**src/rtl/stream_arbiter.sv**
```systemverilog
// stream_arbiter: 4-way round-robin stream arbiter feeding a single registered output beat.
// Packet locking (hold the grant until in_last) is built only when STREAM_ARBITER_LOCK_EN is defined.
module stream_arbiter #(
    parameter int DATA_W = 32,
    parameter int N      = 4
) (
    input  logic                clk,
    input  logic                rst,
    input  logic [N-1:0]        in_valid,
    output logic [N-1:0]        in_ready,
    input  logic [N*DATA_W-1:0] in_data,
    input  logic [N-1:0]        in_last,
    output logic                out_valid,
    input  logic                out_ready,
    output logic [DATA_W-1:0]   out_data,
    output logic                out_last,
    output logic [1:0]          out_src
);
    logic              out_valid_q, out_last_q;
    logic [DATA_W-1:0] out_data_q;
    logic [1:0]        out_src_q, rr_q, rr_d, g, idx;
    logic              hit, load_en, fire;
`ifdef STREAM_ARBITER_LOCK_EN
    typedef enum logic {ARB, LOCK} state_e;
    state_e     state_q;
    logic [1:0] lock_q;
`endif

    // descending scan so the candidate closest to rr_q is the one that sticks
    always_comb begin
        g   = rr_q;
        hit = 1'b0;
        idx = rr_q;
        for (int k = N - 1; k >= 0; k--) begin
            idx = rr_q + 2'(k);
            if (in_valid[idx]) begin
                g   = idx;
                hit = 1'b1;
            end
        end
`ifdef STREAM_ARBITER_LOCK_EN
        if (state_q == LOCK) begin
            g   = lock_q;
            hit = in_valid[lock_q];
        end
`endif
    end

    assign load_en   = !out_valid_q || out_ready;
    assign fire      = hit && load_en && !rst;
    assign in_ready  = fire ? N'(1) << g : '0;
    assign rr_d      = g + 2'd1;
    assign out_valid = out_valid_q;
    assign out_data  = out_data_q;
    assign out_last  = out_last_q;
    assign out_src   = out_src_q;

    always_ff @(posedge clk or posedge rst) begin
        if (rst) begin
            out_valid_q <= 1'b0;
            out_data_q  <= '0;
            out_last_q  <= 1'b0;
            out_src_q   <= 2'd0;
            rr_q        <= 2'd0;
`ifdef STREAM_ARBITER_LOCK_EN
            state_q     <= ARB;
            lock_q      <= 2'd0;
`endif
        end else begin
            if (load_en) out_valid_q <= fire;
            if (fire) begin
                out_data_q <= in_data[g*DATA_W +: DATA_W];
                out_last_q <= in_last[g];
                out_src_q  <= g;
`ifdef STREAM_ARBITER_LOCK_EN
                if (!in_last[g]) begin
                    state_q <= LOCK;
                    lock_q  <= g;
                end else begin
                    state_q <= ARB;
                    rr_q    <= rr_d;
                end
`else
                rr_q <= rr_d;
`endif
            end
        end
    end
endmodule

```
**config.mk**
```make
export PLATFORM = sky130hd
export DESIGN_NAME = stream_arbiter
export DESIGN_NICKNAME = d
export VERILOG_FILES = /design/src/rtl/stream_arbiter.sv
export SDC_FILE = /design/constraint.sdc
export NUM_CORES = 1
export LEC_CHECK = 0
export BUFFER_PORTS_ARGS = -buffer_cell sky130_fd_sc_hd__buf_4
export CORE_ASPECT_RATIO = 0.9
export CORE_MARGIN = 2
export CORE_UTILIZATION = 47
export DETAILED_ROUTE_END_ITERATION = 7
export PLACE_DENSITY = 0.95
export SYNTH_ARGS = -nofsm -noshare
export SYNTH_HDL_FRONTEND = slang
export SYNTH_SLANG_ARGS = --single-unit
```
**constraint.sdc**
```tcl
create_clock -name clk -period 5.1 [get_ports clk]
set_input_delay 0.51 -clock clk [delete_from_list [all_inputs] [get_ports clk]]
set_output_delay 0.51 -clock clk [all_outputs]
set_load 0.1 [all_outputs]
```
; ---- Yosys cells after proc, flatten, opt, wreduce, memory -nomap -nowiden
; Cells that the tools add are included.
; W data, S select, Z words.
[totals]
inputBits = 139
ff_bits = 38
word_cells = 40
out_inout_bits = 40
[classes]
shift = 2
addsub = 4
order_cmp = 5
n_reduce_logical = 5
mux = 19
[op_table]
columns = op, n
row1 = $shiftx A128 B8 Y32, 1
row2 = $lt A2 B3 Y1 const B, 5
row3 = $bmux W1 S2, 5
row4 = $mux W1, 9
row5 = $mux W2, 4
row6 = $add A2 B1 Y2 const B, 2
row7 = $add A2 B2 Y2 const B, 2
row8 = $mux W4, 1
row9 = $shl A1 B2 Y4 const A, 1
row10 = $logic_and A1 B1 Y1, 2
row11 = $logic_not A1 Y1, 2
row12 = $logic_or A1 B1 Y1, 1

; ---- Longest topological paths before layout
[logic_depth]
ltp_word = 10
ltp_mapped = 8
ltp_nobuf = 5

; ---- Worst setup path after synthesis
; Ideal clock, no wire load.
[synth_path]
path_type = input port to output port
startpoint = input port in_valid[2]
endpoint = output port in_ready[0]
path_buffers = 2
cell_stages = 6
setup_slack_ns = 1.107
required_ns = 4.590
arrival_ns = 3.483
path_cell_list = buf_4 -> and2b_4 -> o21ai_1 -> o311ai_4 -> buf_6 -> nor3_1
[synth_between]
elab_chain_len = 9
word_cells_on_any_way = 20
cone_classes = shift (1) / mux (17) / reduce/logical (2)
[synth_rtl]
columns = element, line
row1 = from (decl), 9  ; input logic [N-1:0] in_valid,
row2 = $bmux W1 S2, 36  ; if (in_valid[idx]) begin
row3 = $mux W1 (not written as such), 36
row4 = $mux W1 (4 in series), 36
row5 = $logic_and A1 B1 Y1 (2 in series), 50  ; assign fire = hit && load_en && !rst;
row6 = $mux W4 (*), 51  ; assign in_ready = fire ? N'(1) << g : '0;
row7 = to (decl), 10  ; output logic [N-1:0] in_ready,
; Every way passes the cells marked *; elsewhere a longest branch is shown, timed or not. The select of a mux whose other input is x is not followed.

; ---- Worst setup path after layout
[layout_path]
startpoint = register rr_q[1]
endpoint = output port in_ready[1]
[layout_between]
elab_chain_len = 10
word_cells_on_any_way = 23
cone_classes = add/sub (3) / shift (1) / mux (17) / reduce/logical (2)
[layout_rtl]
columns = element, line
row1 = from (decl), 21  ; logic [1:0] out_src_q, rr_q, rr_d, g, idx;
row2 = from (signal assigned), 84  ; rr_q <= rr_d;
row3 = $add A2 B2 Y2, 35  ; idx = rr_q + 2'(k);
row4 = $bmux W1 S2, 36
row5 = $mux W1 (not written as such), 36
row6 = $mux W1 (4 in series), 36
row7 = $logic_and A1 B1 Y1 (2 in series), 50
row8 = $mux W4 (*), 51
; Marks and branches as above.

==> results.sh <==
export IMPL_yosysWarnings=0
export IMPL_grt_max_degree=39
export IMPL_via_per_inst=6.16
export IMPL_firstDrtPassIters=5
export IMPL_synth_top_area_frac=0.329
export IMPL_ys_types=32
export IMPL_numPortBuffers=178
export IMPL_syn_num_nets=472
export IMPL_crit_arrival_ns=2.78
export IMPL_cts_hold_buffers=0
export IMPL_die_y_um=78.3
export IMPL_grt_remaining_overflow=0
export IMPL_n_fill_cell=491
export IMPL_yosysTopAreaCell="dfrtp_1"
export IMPL_cts_resized=0
export IMPL_p_per_area_nw_per_um2=573
export IMPL_finalClockSkew_ns=0.00810
export IMPL_path_clk_slew_ns=0.08
export IMPL_rows=27
export IMPL_critical_path_class="reg -> out"
export IMPL_first_iter_violations=301
export IMPL_async_flop_share=1.00
export IMPL_synth_top_flop_cell="dfrtp_1"
export IMPL_crit_start="rr_q[1]$_DFFE_PP0P_"
export IMPL_endpoint="in_ready[1]"
export IMPL_finalHoldViolCount=0
export IMPL_vias=3439
export IMPL_synth_top_family_by_area="compound AO/OA/AOI/OAI gates"
export IMPL_syn_to_final_growth_pct=46.3
export IMPL_hold_class="in -> async"
export IMPL_antenna_found_initial=0
export IMPL_cts_made_buffers=5
export IMPL_synth_xor_area_share=0
export IMPL_reg2reg_depth=5
export IMPL_worst_setup_path_end_kind="primary output"
export IMPL_rsz0062_at_grt="no"
export IMPL_first_global_vias=3274
export IMPL_cp_cell_sequence="nand2b_1, a21o_1, nand3_1, nor3_1, buf_4"
export IMPL_seq_area_frac_synth=0.329
export IMPL_start_util=0.480
export IMPL_hpwl_um=7520
export IMPL_fmax_mhz=304
export IMPL_diodes=0
export IMPL_reg2reg_from="rr_q[1]$_DFFE_PP0P_"
export IMPL_status="finished, final reports clean"
export IMPL_drive_gt1_frac=0.426
export IMPL_holdWs_ns=0.364
export IMPL_die_w_um=86.6
export IMPL_drc_errors=0
export IMPL_netlist_area_um2=2890
export IMPL_io_pins=179
export IMPL_total_power_uw=2420
export IMPL_cts_tree="built"
export IMPL_synth_area_mux_share=0.00390
export IMPL_fin_ws_ns=1.81
export IMPL_cts_sinks=38
export IMPL_period_share=0.646
export IMPL_core_area_um2=6010
export IMPL_fin_setup_tns_ns=0
export IMPL_syn_avg_cell_area_um2=8.67
export IMPL_rrSetupSlack_ns=2.74
export IMPL_wl_per_cell_um=19.0
export IMPL_synth_edf_count=0
export IMPL_clock_path_buffers=2
export IMPL_grt_pass1_wl_um=16200
export IMPL_dp_worst_setup_slack_ns=2.02
export IMPL_cts_htree_levels=2
export IMPL_dpl_cell_area_um2=4120
export IMPL_p_leak_uw=0.00197
export IMPL_antenna_left=0
export IMPL_cp_max_fo=34
export IMPL_startpoint_type="register"
export IMPL_drt_wl_total_um=10600
export IMPL_slew_headroom=0.273
export IMPL_maxCapViolCount=0
export IMPL_ys_seq_elements=38
export IMPL_slew_violations=0
export IMPL_synth_compound_area_share=0.391
export IMPL_die_area_um2=6790
export IMPL_gp_congestion=0.871
export IMPL_fin_area_um2=4220
export IMPL_synthTopCellsByArea="dfrtp_1 (33%), a221oi_1 (10%), a21o_1 (8.8%)"
export IMPL_synth_simple_gate_area_frac=0.179
export IMPL_synth_most_common_cell="nor2_1"
export IMPL_setup_viol=0
export IMPL_synth_common_cells="nor2_1 (40), dfrtp_1 (38), a21oi_1 (35)"
export IMPL_ir_worst_vdd_uv=413
export IMPL_grtUsageTotal=0.299
export IMPL_insertion_delay_ns=0.29
export IMPL_clock_root_buffer="clkbuf_8"
export IMPL_rr_endpoint="rr_q[1]$_DFFE_PP0P_"
export IMPL_crit_path_top_delay_cell="a21o_1"
export IMPL_cts_setup_buffers=0
export IMPL_synth_adder_area_share=0
export IMPL_num_nets_final=624
export IMPL_period_needed_ns=3.29
export IMPL_crit_path_max_incr_delay_ns=0.86
export IMPL_cp_required_ns=4.59
export IMPL_tightest_slew_ns=1.09
export IMPL_synthesis_instances=333
==> cell type report <==
class / instances / area, um^2 / share of cell area
multi-input cells: 250 / 1660 / 0.392
repair buffers: 188 / 1410 / 0.334
flip-flops and latches: 38 / 951 / 0.225
well taps: 72 / 90.1 / 0.0213
clock buffers: 5 / 68.8 / 0.0163
clock inverters: 3 / 40.0 / 0.00948
inverters: 2 / 7.51 / 0.00178
==> critical path: cells and delay by family (launching register included) <==
family | cells | cell delay (ns)
compound gates | 1 | 0.86
simple gates | 3 | 0.74
flops | 1 | 0.55
buf+inv | 1 | 0.33
==> through the flow <==
step           cells   util
2_1_floorplan    333      -
3_3_place_gp     550  0.684
6_report         558  0.702
3_5_place_dp     550  0.684
5_1_grt          558  0.702
4_1_cts          558  0.702
==> cells by family (layout without fill, tap and decap cells) <==
kind of cell	after synthesis	after routing
AO/OA/AOI/OAI	149	149
AND/OR/NAND/NOR	100	100
buffers and inverters	45	198
flip-flops	38	38
multiplexers	1	1
==> report_power, final <==
group	internal [uW]	switching, uW
sequential	409	80.8
combinational	432	1240
clock	144	114
total	985	1440
==> flip-flops by register name (all words and copies together), names as in the netlist <==
signal / flops
out_data: 32
out_src: 2
rr_q: 2
out_last: 1
out_valid: 1
==> cell usage in the layout (no fill, tap or decap), types with 5 or more instances in the layout <==
cell | netlist | layout
a21o_1 | 34 | 34
a21oi_1 | 35 | 35
a221oi_1 | 33 | 33
buf_4 | 6 | 188
clkbuf_8 | 0 | 5
dfrtp_1 | 38 | 38
nand2_1 | 5 | 5
nand4_1 | 33 | 33
nor2_1 | 40 | 40
nor2b_1 | 7 | 7
nor3_1 | 5 | 5
o31ai_1 | 33 | 33
==> worst min-delay path by stage <==
stage | from | endpoint | slack (ns) | depth (start not counted)
final | rst | rr_q[1]$_DFFE_PP0P_ | 0.36 | 3
after global routing | rst | out_data[24]$_DFFE_PP0P_ | 0.39 | 3
after CTS | rst | out_data[25]$_DFFE_PP0P_ | 0.37 | 3
after detailed placement | out_src[0]$_DFFE_PP0P_ | out_src[0]$_DFFE_PP0P_ | 0.48 | 2
after global placement | out_src[0]$_DFFE_PP0P_ | out_src[0]$_DFFE_PP0P_ | 0.47 | 2
after floorplan | rr_q[0]$_DFFE_PP0P_ | rr_q[0]$_DFFE_PP0P_ | 0.60 | 2
==> routing by layer <==
metal | routed length [um] | up-vias | global-route usage
li1 | - | 1590 | -
met1 | 4100 | 1628 | 0.369
met2 | 5340 | 213 | 0.535
met3 | 1050 | 8 | 0.0620
met4 | 89 | 0 | 0.0656
met5 | 0 | - | 0
Note: power is estimated with default switching activity, not from simulation.
